--- config.mk ---
export PLATFORM = sky130hd
export DESIGN_NAME = pc_unit_flat
export DESIGN_NICKNAME = d
export VERILOG_FILES = /design/src/rtl/pc_unit_if.sv /design/src/rtl/pc_unit.sv /design/src/flat_wrapper.sv
export SDC_FILE = /design/constraint.sdc
export NUM_CORES = 1
export LEC_CHECK = 0
export BUFFER_PORTS_ARGS = -buffer_cell sky130_fd_sc_hd__buf_2
export CAP_MARGIN = 30
export CORE_UTILIZATION = 45
export DETAILED_ROUTE_END_ITERATION = 10
export PLACE_DENSITY = 0.66
export SLEW_MARGIN = 20
export SYNTH_ARGS = -nofsm -noshare
export SYNTH_HDL_FRONTEND = slang
export SYNTH_SLANG_ARGS = --single-unit
--- constraint.sdc ---
create_clock -name clk -period 12.5 [get_ports clk]
set_clock_uncertainty 0.15 [all_clocks]
set_input_delay 3.75 -clock clk [delete_from_list [all_inputs] [get_ports clk]]
set_output_delay 3.75 -clock clk [all_outputs]
set_load 0.05 [all_outputs]
--- src/rtl/pc_unit_if.sv ---
// Bundles the fetch-side control inputs and PC / return-stack status outputs of pc_unit.
// The master drives the selects and targets, and the slave (pc_unit) returns the PC state.
interface pc_unit_if #(
  parameter int unsigned W = 32
);
  logic         EN;
  logic [1:0]   S_MXPC;
  logic         PUSH;
  logic [W-1:0] in_ALU;
  logic [W-1:0] in_ADD;
  logic [W-1:0] out;
  logic [W-1:0] out_seq;
  logic         ras_empty;
  logic         ras_full;
  logic         ras_err;

  modport master (
    output EN, S_MXPC, PUSH, in_ALU, in_ADD,
    input  out, out_seq, ras_empty, ras_full, ras_err
  );

  modport slave (
    input  EN, S_MXPC, PUSH, in_ALU, in_ADD,
    output out, out_seq, ras_empty, ras_full, ras_err
  );
endinterface

--- src/rtl/pc_unit.sv ---
// This is a registered program counter. It selects the next PC from the sequential
// address, the ALU target, the adder target or a return-address stack (RAS) pop.
// The RAS is a circular buffer, so a push into a full stack overwrites the oldest entry.
module pc_unit #(
  parameter int unsigned  W         = 32,
  parameter int unsigned  INC       = 1,
  parameter int unsigned  DEPTH     = 4,
  parameter logic [W-1:0] RESET_VEC = '0,
  parameter int unsigned  ALIGN     = 0
) (
  input logic      clk,
  input logic      rst,
  pc_unit_if.slave bus
);

  localparam int unsigned      PTR_W      = $clog2(DEPTH);
  localparam int unsigned      CNT_W      = $clog2(DEPTH + 1);
  localparam logic [W-1:0]     INC_V      = W'(INC);
  localparam logic [W-1:0]     ALIGN_MASK = {W{1'b1}} << ALIGN;
  localparam logic [CNT_W-1:0] FULL_CNT   = CNT_W'(DEPTH);

  if (DEPTH < 2 || (DEPTH & (DEPTH - 1)) != 0) begin : g_bad_depth
    $error("pc_unit: DEPTH must be a power of two and at least 2");
  end

  typedef enum logic [1:0] {
    SEL_SEQ = 2'b00,
    SEL_ALU = 2'b01,
    SEL_ADD = 2'b10,
    SEL_RAS = 2'b11
  } sel_e;

  logic [W-1:0]     pc_q;
  logic [PTR_W-1:0] ptr_q;   // index of the current top entry
  logic [CNT_W-1:0] cnt_q;
  logic             err_q;
  logic [W-1:0]     mem [DEPTH];

  sel_e             sel;
  logic [W-1:0]     seq_pc;
  logic [W-1:0]     next_pc;
  logic [PTR_W-1:0] ptr_d;
  logic [CNT_W-1:0] cnt_d;
  logic             err_d;
  logic             wr_en;
  logic [PTR_W-1:0] wr_idx;
  logic             empty;
  logic             full;

  assign sel    = sel_e'(bus.S_MXPC);
  assign seq_pc = pc_q + INC_V;
  assign empty  = (cnt_q == '0);
  assign full   = (cnt_q == FULL_CNT);

  // NOTE: every variable driven here gets a default first, so no path leaves it unassigned and no latch is inferred.
  always_comb begin
    next_pc = seq_pc;
    ptr_d   = ptr_q;
    cnt_d   = cnt_q;
    err_d   = err_q;
    wr_en   = 1'b0;
    wr_idx  = ptr_q;

    unique case (sel)
      SEL_SEQ: next_pc = seq_pc;
      SEL_ALU: next_pc = bus.in_ALU & ALIGN_MASK;
      SEL_ADD: next_pc = bus.in_ADD & ALIGN_MASK;
      SEL_RAS: next_pc = empty ? RESET_VEC : mem[ptr_q];
      default: next_pc = seq_pc;
    endcase

    if (sel == SEL_RAS && !empty && bus.PUSH) begin
      // A call and a return in the same cycle swap the top in place.
      wr_en = 1'b1;
    end else if (sel == SEL_RAS && !empty) begin
      ptr_d = ptr_q - PTR_W'(1);
      cnt_d = cnt_q - CNT_W'(1);
    end else if (bus.PUSH) begin
      wr_en  = 1'b1;
      wr_idx = ptr_q + PTR_W'(1);
      ptr_d  = wr_idx;
      if (!full) cnt_d = cnt_q + CNT_W'(1);
    end

    if (sel == SEL_RAS && empty) err_d = 1'b1;
  end

  // NOTE: sequential state uses non-blocking assignments so every register samples pre-edge values.
  always_ff @(posedge clk) begin
    if (rst) begin
      pc_q  <= RESET_VEC;
      ptr_q <= '0;
      cnt_q <= '0;
      err_q <= 1'b0;
    end else if (bus.EN) begin
      pc_q  <= next_pc;
      ptr_q <= ptr_d;
      cnt_q <= cnt_d;
      err_q <= err_d;
    end
  end

  // NOTE: stack storage has no reset. The count alone decides validity, so reset only needs to clear the count.
  always_ff @(posedge clk) begin
    if (!rst && bus.EN && wr_en) mem[wr_idx] <= seq_pc;
  end

  assign bus.out       = pc_q;
  assign bus.out_seq   = seq_pc;
  assign bus.ras_empty = empty;
  assign bus.ras_full  = full;
  assign bus.ras_err   = err_q;

endmodule

--- src/flat_wrapper.sv ---
// flat-port wrapper written by rule: the top's interface ports become plain ports
module pc_unit_flat 
#(
  parameter int unsigned  W         = 32,
  parameter int unsigned  INC       = 1,
  parameter int unsigned  DEPTH     = 4,
  parameter logic [W-1:0] RESET_VEC = '0,
  parameter int unsigned  ALIGN     = 0
)
  (clk, rst, bus_EN, bus_S_MXPC, bus_PUSH, bus_in_ALU, bus_in_ADD, bus_out, bus_out_seq, bus_ras_empty, bus_ras_full, bus_ras_err);
  pc_unit_if #(.W(W)) bus_i ();
  input logic clk;
  input logic rst;
  input wire logic [$bits(bus_i.EN)-1:0] bus_EN;
  input wire logic [$bits(bus_i.S_MXPC)-1:0] bus_S_MXPC;
  input wire logic [$bits(bus_i.PUSH)-1:0] bus_PUSH;
  input wire logic [$bits(bus_i.in_ALU)-1:0] bus_in_ALU;
  input wire logic [$bits(bus_i.in_ADD)-1:0] bus_in_ADD;
  output wire logic [$bits(bus_i.out)-1:0] bus_out;
  output wire logic [$bits(bus_i.out_seq)-1:0] bus_out_seq;
  output wire logic [$bits(bus_i.ras_empty)-1:0] bus_ras_empty;
  output wire logic [$bits(bus_i.ras_full)-1:0] bus_ras_full;
  output wire logic [$bits(bus_i.ras_err)-1:0] bus_ras_err;
  assign bus_i.EN = bus_EN;
  assign bus_i.S_MXPC = bus_S_MXPC;
  assign bus_i.PUSH = bus_PUSH;
  assign bus_i.in_ALU = bus_in_ALU;
  assign bus_i.in_ADD = bus_in_ADD;
  assign bus_out = bus_i.out;
  assign bus_out_seq = bus_i.out_seq;
  assign bus_ras_empty = bus_i.ras_empty;
  assign bus_ras_full = bus_i.ras_full;
  assign bus_ras_err = bus_i.ras_err;
  pc_unit #(.W(W), .INC(INC), .DEPTH(DEPTH), .RESET_VEC(RESET_VEC), .ALIGN(ALIGN)) u_core (.clk(clk), .rst(rst), .bus(bus_i));
endmodule
* Word level (Yosys, flattened, before mapping) *
Memories as Yosys holds them, arrays and structs flattened. A register that Yosys moved wholly into a read port is not among the register bits.
Index checks and enable logic that the tools add are counted.
W data, S select, Z words.

storage, ports and cells
  memories kept = 1
  input bits = 70
  bits in registers = 38
  bits in writable memories = 128

operators by class
  $add $sub $neg = 5
  equality and inequality tests = 5
  multiplexer cells = 16
  reductions and logical operators = 13
  bitwise operators = 1

memories
  name        words  width  read ports  clocked after Yosys merged registers in  write ports  line           text
  u_core.mem  4      32     1           1                                        1            pc_unit.sv:37  logic [W-1:0] mem [DEPTH];

operators by type and width
  operator                 number
  $pmux W32 S4             1
  $add A32 B1 Y32 const B  1
  $mux W32                 1
  $mux W2                  6
  $mux W3                  3
  $logic_and A1 B1 Y1      5
  $mux W1                  5
  $eq A2 B2 Y1 const B     2
  $reduce_and A2 Y1        2
  $reduce_and A4 Y1        1
  $add A3 B1 Y3 const B    1
  $eq A3 B3 Y1 const B     1
  $logic_not A3 Y1         1
  $sub A3 B1 Y3 const B    1
  $add A2 B1 Y2 const B    1
  $eq A2 B1 Y1 const B     1
  $logic_not A1 Y1         2
  $logic_not A2 Y1         1
  $ne A2 B1 Y1 const B     1
  $reduce_bool A2 Y1       1
  $sub A2 B1 Y2 const B    1
  $not A1 Y1               1

* Longest topological paths before layout *
Gate-level depths: netlist of run 1.

  depth after elaboration = 8
  mapped depth = 10
  gate-level depth less buffers = 8

* Least setup slack after synthesis of run 1 *
OpenSTA, ideal clock, no wires.

  kind = input to register
  from = input rst
  to = memory u_core.mem[0][0], enable pin
  library setup time = 0.432 ns
  path slack = 5.754 ns
  arrival time = 6.164 ns
  stages = 6
  data required time = 11.918 ns
  cell sequence = clkbuf_1 -> nor2b_1 -> clkbuf_1 -> clkbuf_1 -> nand2_1 -> a21oi_1

between the ends
  word-level cells in the longest chain between the ends = 5

RTL lines
  element                           line                text
  start: declaration                flat_wrapper.sv:13  input logic rst;
  $logic_not A1 Y1                  pc_unit.sv:105      if (!rst && bus.EN && wr_en) mem[wr_idx] <= seq_pc;
  $logic_and A1 B1 Y1 (2 in a row)  pc_unit.sv:105
  $mux W1                           pc_unit.sv:105
  $mux W1 (not written as such)     pc_unit.sv:105
  end: declaration                  pc_unit.sv:37

Every way passes these cells.

* Worst setup path in the final report of run 1 *
  from = register u_core.pc_q[5], in the netlist u_core.bus.out[5]
  to = output bus_out_seq[17]

between the ends
  word-level cells in the longest chain between the ends = 1

RTL lines
  element                   line                text
  start: declaration        pc_unit.sv:33       logic [W-1:0] pc_q;
  start signal: assignment  pc_unit.sv:96       pc_q <= next_pc;
  $add A32 B1 Y32           pc_unit.sv:51       assign seq_pc = pc_q + INC_V;
  end: declaration          flat_wrapper.sv:20  output wire logic [$bits(bus_i.out_seq)-1:0] bus_out_seq;

Every way passes these cells.

==> results of run 1 <==
-- cell usage in the layout, fill, tap and decap left out, types with 6 or more instances in the layout --
cell type	count
buf_4	10
xnor2_1	22
and3_1	10
nor2_1	24
nand4_1	18
inv_1	12
edfxtp_1	128
a221oi_1	13
a21oi_1	25
a21o_1	6
o21ai_0	32
nor3_1	15
clkbuf_16	17
dfxtp_1	39
a221o_1	6
a211oi_1	7
xor2_1	9
buf_2	136
nand3_1	17
a22o_1	6
nand2_1	43
mux4_2	33
-- logic make-up (layout without fill, tap and decap cells) --
group	after synthesis	after routing	share of synthesized area, %
AO/OA/AOI/OAI	146	146	12.86
XOR/XNOR	31	31	3.454
adder cells (fa/ha/maj)	2	2	0.3183
buffers and inverters	58	193	3.374
flip-flops	168	168	59.08
multiplexers	36	36	9.868
AND/OR/NAND/NOR	163	163	11.05
-- worst paths after layout --
path / startpoint / end / slack (ns) / depth (start not counted)
worst max register to register: flip-flop / u_core.bus.out[30] / 9.75 / 5
worst min-delay path: u_core.bus.ras_err / u_core.bus.ras_err / 0.37 / 2
worst min register to register: u_core.bus.ras_err / u_core.bus.ras_err / 0.37 / 2
worst max-delay path: u_core.bus.out[5] / bus_out_seq[17] / 5.52 / 5
-- power groups by stage --
stage	sequential (W)	combinational, W	clock [W]
6_report	0.000645	0.000204	0.000538
5_1_grt	0.000647	0.000216	0.000565
4_1_cts	0.000644	0.000204	0.000543
3_5_place_dp	0.000657	0.000203	0
3_3_place_gp	0.000656	0.000199	0
2_1_floorplan	0.000675	0.000121	0
-- worst max-delay path: stages (launching register included) --
cell and delay (ns):
dfxtp_1 0.48, nand4_1 0.28, nor3_1 0.79, nand2_1 0.16, xnor2_1 0.55, buf_2 0.38
-- layer usage --
layer	wire, µm	GRT usage, %	up-vias
met5	0	0	-
met4	577	12.30	0
met3	1828	6.387	43
met2	10980	41.62	295
met1	9356	34.23	3029
li1	-	-	2638
-- stage by stage --
step / hold WS, ns / util [%] / cells / setup WS (ns)
after global routing: 0.4198 / 55.75 / 959 / 5.354
final: 0.3736 / 55.75 / 959 / 5.516
after floorplan: 0.3841 / - / 604 / 5.754
after global placement: 0.3399 / 51.81 / 924 / 5.950
after detailed placement: 0.3610 / 52.18 / 927 / 5.963
after CTS: 0.3774 / 55.75 / 959 / 5.576
-- area by class of cell --
| cell class | instances | area share [%] |
|---|---|---|
| clock inverters | 15 | 1.868 |
| multi-input cells | 378 | 31.91 |
| inverters | 12 | 0.4804 |
| flip-flops and latches | 168 | 49.55 |
| repair buffers | 149 | 8.727 |
| well taps | 220 | 2.936 |
| clock buffers | 17 | 4.537 |
-- sequential cells by signal, summed over array words and instances, names as in the netlist, named ones only --
name / cells
u_core.cnt_q: 3
u_core.bus.ras_err: 1
u_core.mem: 128
u_core.ptr_q: 2
u_core.bus.out: 32
==> impl_metrics.json, run 1 <==
{
  "setup_viol": 0,
  "first_pass_iters": 5,
  "cts_root_buf": "clkbuf_16",
  "grt_usage_pct": 26.31,
  "grt_start_max_net_pins": 42,
  "cts_made_buffers": 17,
  "status": "completed",
  "grt_pass1_wl_mm": 34.50,
  "rows": 47,
  "syn-cell-area_um2": 7861,
  "power_w": 0.001388,
  "p_clk_share_pct": 38.8,
  "synth_area_leaders": "edfxtp_1 49%, dfxtp_1 10%, mux4_2 9.5%",
  "fillers": 1443,
  "syn2layout_area_growth_pct": 19.27,
  "post-route-period-util_pct": 55.87,
  "seqCellArea_um2": 4646,
  "placeableCoreArea_um2": 16820,
  "cp-end-kind": "output port",
  "cts_tree": "built",
  "fin_crit_ns": 6.984,
  "drv_cap": 0,
  "ant_nets": 0,
  "seqPwrFrac_pct": 46.5,
  "rsz0062_at_grt": "no",
  "power.internal_w": 0.001001,
  "leakagePower_nw": 3.425,
  "cellPowerDensity_nw_per_um2": 148.0,
  "gp_congestion": 0.8275,
  "dieWidth_um": 134.2,
  "hold_viol_final": 0,
  "dpl-instance-area_um2": 8776,
  "drt_first_iter_violations": 601,
  "ys_seq_area_share_pct": 59.08,
  "synth_edf_count": 128,
  "slew_headroom_pct": 41.09,
  "die-area_um2": 18000,
  "hold_buffers": 0,
  "drive_above_1_share_pct": 31.26,
  "synthTopCellsByCount": "128 x edfxtp_1, 43 x nand2_1, 40 x dfxtp_1",
  "syn_inst": 604,
  "synth-seq-cells": 168,
  "switchingPower_w": 0.0003869,
  "ys_warn_count": 0,
  "crit_type": "reg2out",
  "portBuffers": 136,
  "p_comb_share_pct": 14.7,
  "post_cts_buffers": 0,
  "overflow": 0,
  "ctsResizeCount": 0,
  "yosysMostFrequentCell": "edfxtp_1",
  "yosys.area.top_type": "edfxtp_1",
  "multiInputGateArea_um2": 2992,
  "yosysUniqueCellTypes": 68,
  "setup_tns_ns": 0,
  "initial_utilization_pct": 46.74,
  "final_max_slew_viol_count": 0,
  "clk_pin_slew_ns": 0.06,
  "cts_sinks": 168,
  "start_kind": "flip-flop",
  "fmax_mhz": 143.2,
  "crit_required_ns": 8.60,
  "synth_ff_type": "edfxtp_1",
  "die_y_um": 134.2,
  "synth.avg_cell_area_um2": 13.02,
  "h-tree-depth": 4,
  "n_antenna_cell": 0,
  "nets": 798,
  "ctsLongestPathBuffers": 2,
  "synth_top_area_share_pct": 48.89,
  "finalInstanceArea_um2": 9376,
  "async_reset_ff_share_pct": 0,
  "drcViolationCount": 0,
  "tightest_slew_ns": 0.8768,
  "clock_latency_ns": 0.44,
  "cp.arrival_ns": 3.08,
  "wirelength_mm": 22.74,
  "hp-class": "reg2reg",
  "vias": 6005,
  "swShare_pct": 27.88,
  "syn_nets": 676,
  "via_per_inst": 6.262,
  "ir_drop_mv": 0.08957,
  "wl_per_cell_um": 23.71,
  "crit_path_max_fanout": 8,
  "grt_pass1_vias": 5959,
  "ios": 137,
  "hpwl_mm": 15.61,
  "antenna_found_initial": 0
}
(Power assumes the default switching activity.)
==> inputs of run 2 (changes only) <==
--- a/config.mk
+++ b/config.mk
@@ -9,7 +9,7 @@
 export CAP_MARGIN = 30
 export CORE_UTILIZATION = 45
 export DETAILED_ROUTE_END_ITERATION = 10
-export PLACE_DENSITY = 0.66
+export PLACE_DENSITY = 0.69
 export SLEW_MARGIN = 20
 export SYNTH_ARGS = -nofsm -noshare
 export SYNTH_HDL_FRONTEND = slang
==> constraint.sdc (replaced) <==
create_clock -name clk -period 6.3 [get_ports clk]
set_clock_uncertainty 0.15 [all_clocks]
set_input_delay 1.89 -clock clk [delete_from_list [all_inputs] [get_ports clk]]
set_output_delay 1.89 -clock clk [all_outputs]
set_load 0.05 [all_outputs]
==> impl_metrics.json, run 2 (synthesis results as in run 1) <==
{
  "largest_reg_flops": 128,
  "clock_latency_ns": 0.43,
  "swShare_pct": 26.14,
  "ant_nets": 0,
  "seqPwrFrac_pct": 44.7,
  "cts_sinks": 168,
  "wirelength_mm": 22.93,
  "die-area_um2": 18000,
  "final_cell_mix": "136 x buf_2, 128 x edfxtp_1, 43 x nand2_1",
  "status": "completed",
  "power_w": 0.002864,
  "slew_headroom_pct": 36.36,
  "grt_pass1_wl_mm": 34.50,
  "nets": 801,
  "fin_crit_ns": 5.110,
  "switchingPower_w": 0.0007487,
  "vias": 6091,
  "h-tree-depth": 4,
  "grt_pass1_vias": 5838,
  "die_y_um": 134.2,
  "rsz0062_at_grt": "no",
  "seqCellArea_um2": 4646,
  "initial_utilization_pct": 46.74,
  "portBuffers": 136,
  "ir_drop_mv": 0.2067,
  "hp-class": "reg2reg",
  "p_comb_share_pct": 14.2,
  "crit_type": "reg2out",
  "tightest_slew_ns": 0.9546,
  "crit_required_ns": 4.26,
  "setup_tns_ns": 0,
  "drt_first_iter_violations": 708,
  "cts_root_buf": "clkbuf_16",
  "fillers": 1427,
  "power.internal_w": 0.002115,
  "cts_made_buffers": 17,
  "drive_above_1_share_pct": 31.27,
  "gp_congestion": 0.9230,
  "p_clk_share_pct": 41.2,
  "dieWidth_um": 134.2,
  "n_antenna_cell": 0,
  "cts_tree": "built",
  "first_pass_iters": 6,
  "post_cts_buffers": 0,
  "overflow": 0,
  "final_max_slew_viol_count": 0,
  "leakagePower_nw": 3.452,
  "ctsResizeCount": 0,
  "start_kind": "flip-flop",
  "final_common_cell": "buf_2",
  "post-route-period-util_pct": 81.11,
  "rows": 47,
  "cp-end-kind": "output port",
  "drv_cap": 0,
  "syn2layout_area_growth_pct": 20.01,
  "rrSetupSlack_ns": 3.47,
  "grt_start_max_net_pins": 42,
  "ctsLongestPathBuffers": 2,
  "cp.arrival_ns": 3.07,
  "setup_viol": 0,
  "hold_viol_final": 0,
  "wl_per_cell_um": 23.83,
  "crit_path_max_fanout": 9,
  "multiInputGateArea_um2": 2984,
  "fmax_mhz": 195.7,
  "cellPowerDensity_nw_per_um2": 303.5,
  "placeableCoreArea_um2": 16820,
  "grt_usage_pct": 26.42,
  "largest_register": "u_core.mem",
  "clk_pin_slew_ns": 0.07,
  "drcViolationCount": 0,
  "via_per_inst": 6.332,
  "ios": 137,
  "antenna_found_initial": 0,
  "hold_buffers": 0,
  "hpwl_mm": 15.54
}
run 2: cell type report:
| class | instances | share of cell area, % |
|---|---|---|
| repair buffers | 152 | 8.607 |
| flip-flops and latches | 168 | 49.24 |
| multi-input cells | 378 | 31.63 |
| clock inverters | 11 | 2.347 |
| inverters | 12 | 0.4775 |
| well taps | 220 | 2.918 |
| clock buffers | 21 | 4.775 |
run 2: path summary, 6_finish.rpt:
check / start / end / cells after the start
setup / recovery: u_core.bus.out[5] / bus_out_seq[29] / 5
hold reg to reg: u_core.bus.ras_err / u_core.bus.ras_err / 2
setup reg to reg: flip-flop / u_core.bus.out[20] / 5
hold / removal: u_core.bus.ras_err / u_core.bus.ras_err / 2
run 2: power groups by stage:
stage               combinational [W]  sequential [W]  clock, W
floorplan                    0.000239         0.00134         0
global placement             0.000395         0.00130         0
detailed placement           0.000400         0.00130         0
CTS                          0.000402         0.00128   0.00119
global route                 0.000428         0.00128   0.00124
finish                       0.000406         0.00128   0.00118
run 2: metrics by stage:
step           setup slack [ns]  util [%]  cell area, µm²  instances  hold WS [ns]
2_1_floorplan             1.414         -            7861        604        0.3841
3_3_place_gp              1.800     51.93            8733        928        0.3298
4_1_cts                   1.158     56.03            9423        961        0.3548
5_1_grt                   1.007     56.09            9434        962        0.3718
3_5_place_dp              1.683     52.03            8751        929        0.3407
6_report                  1.190     56.09            9434        962        0.3609
run 2: routing by layer:
metal	GRT usage [%]	part of all wire (%)	up-vias
met5	0	0	-
met2	41.16	48	352
met1	34.69	39	3047
met4	12.80	3.3	0
li1	-	-	2638
met3	6.538	9.3	54
run 2: worst max-delay path: stages (launching register included):
cell and delay, ns:
dfxtp_1 0.45, and4_1 0.47, nand3_1 0.43, or4_4 0.57, xnor2_1 0.38, buf_2 0.35
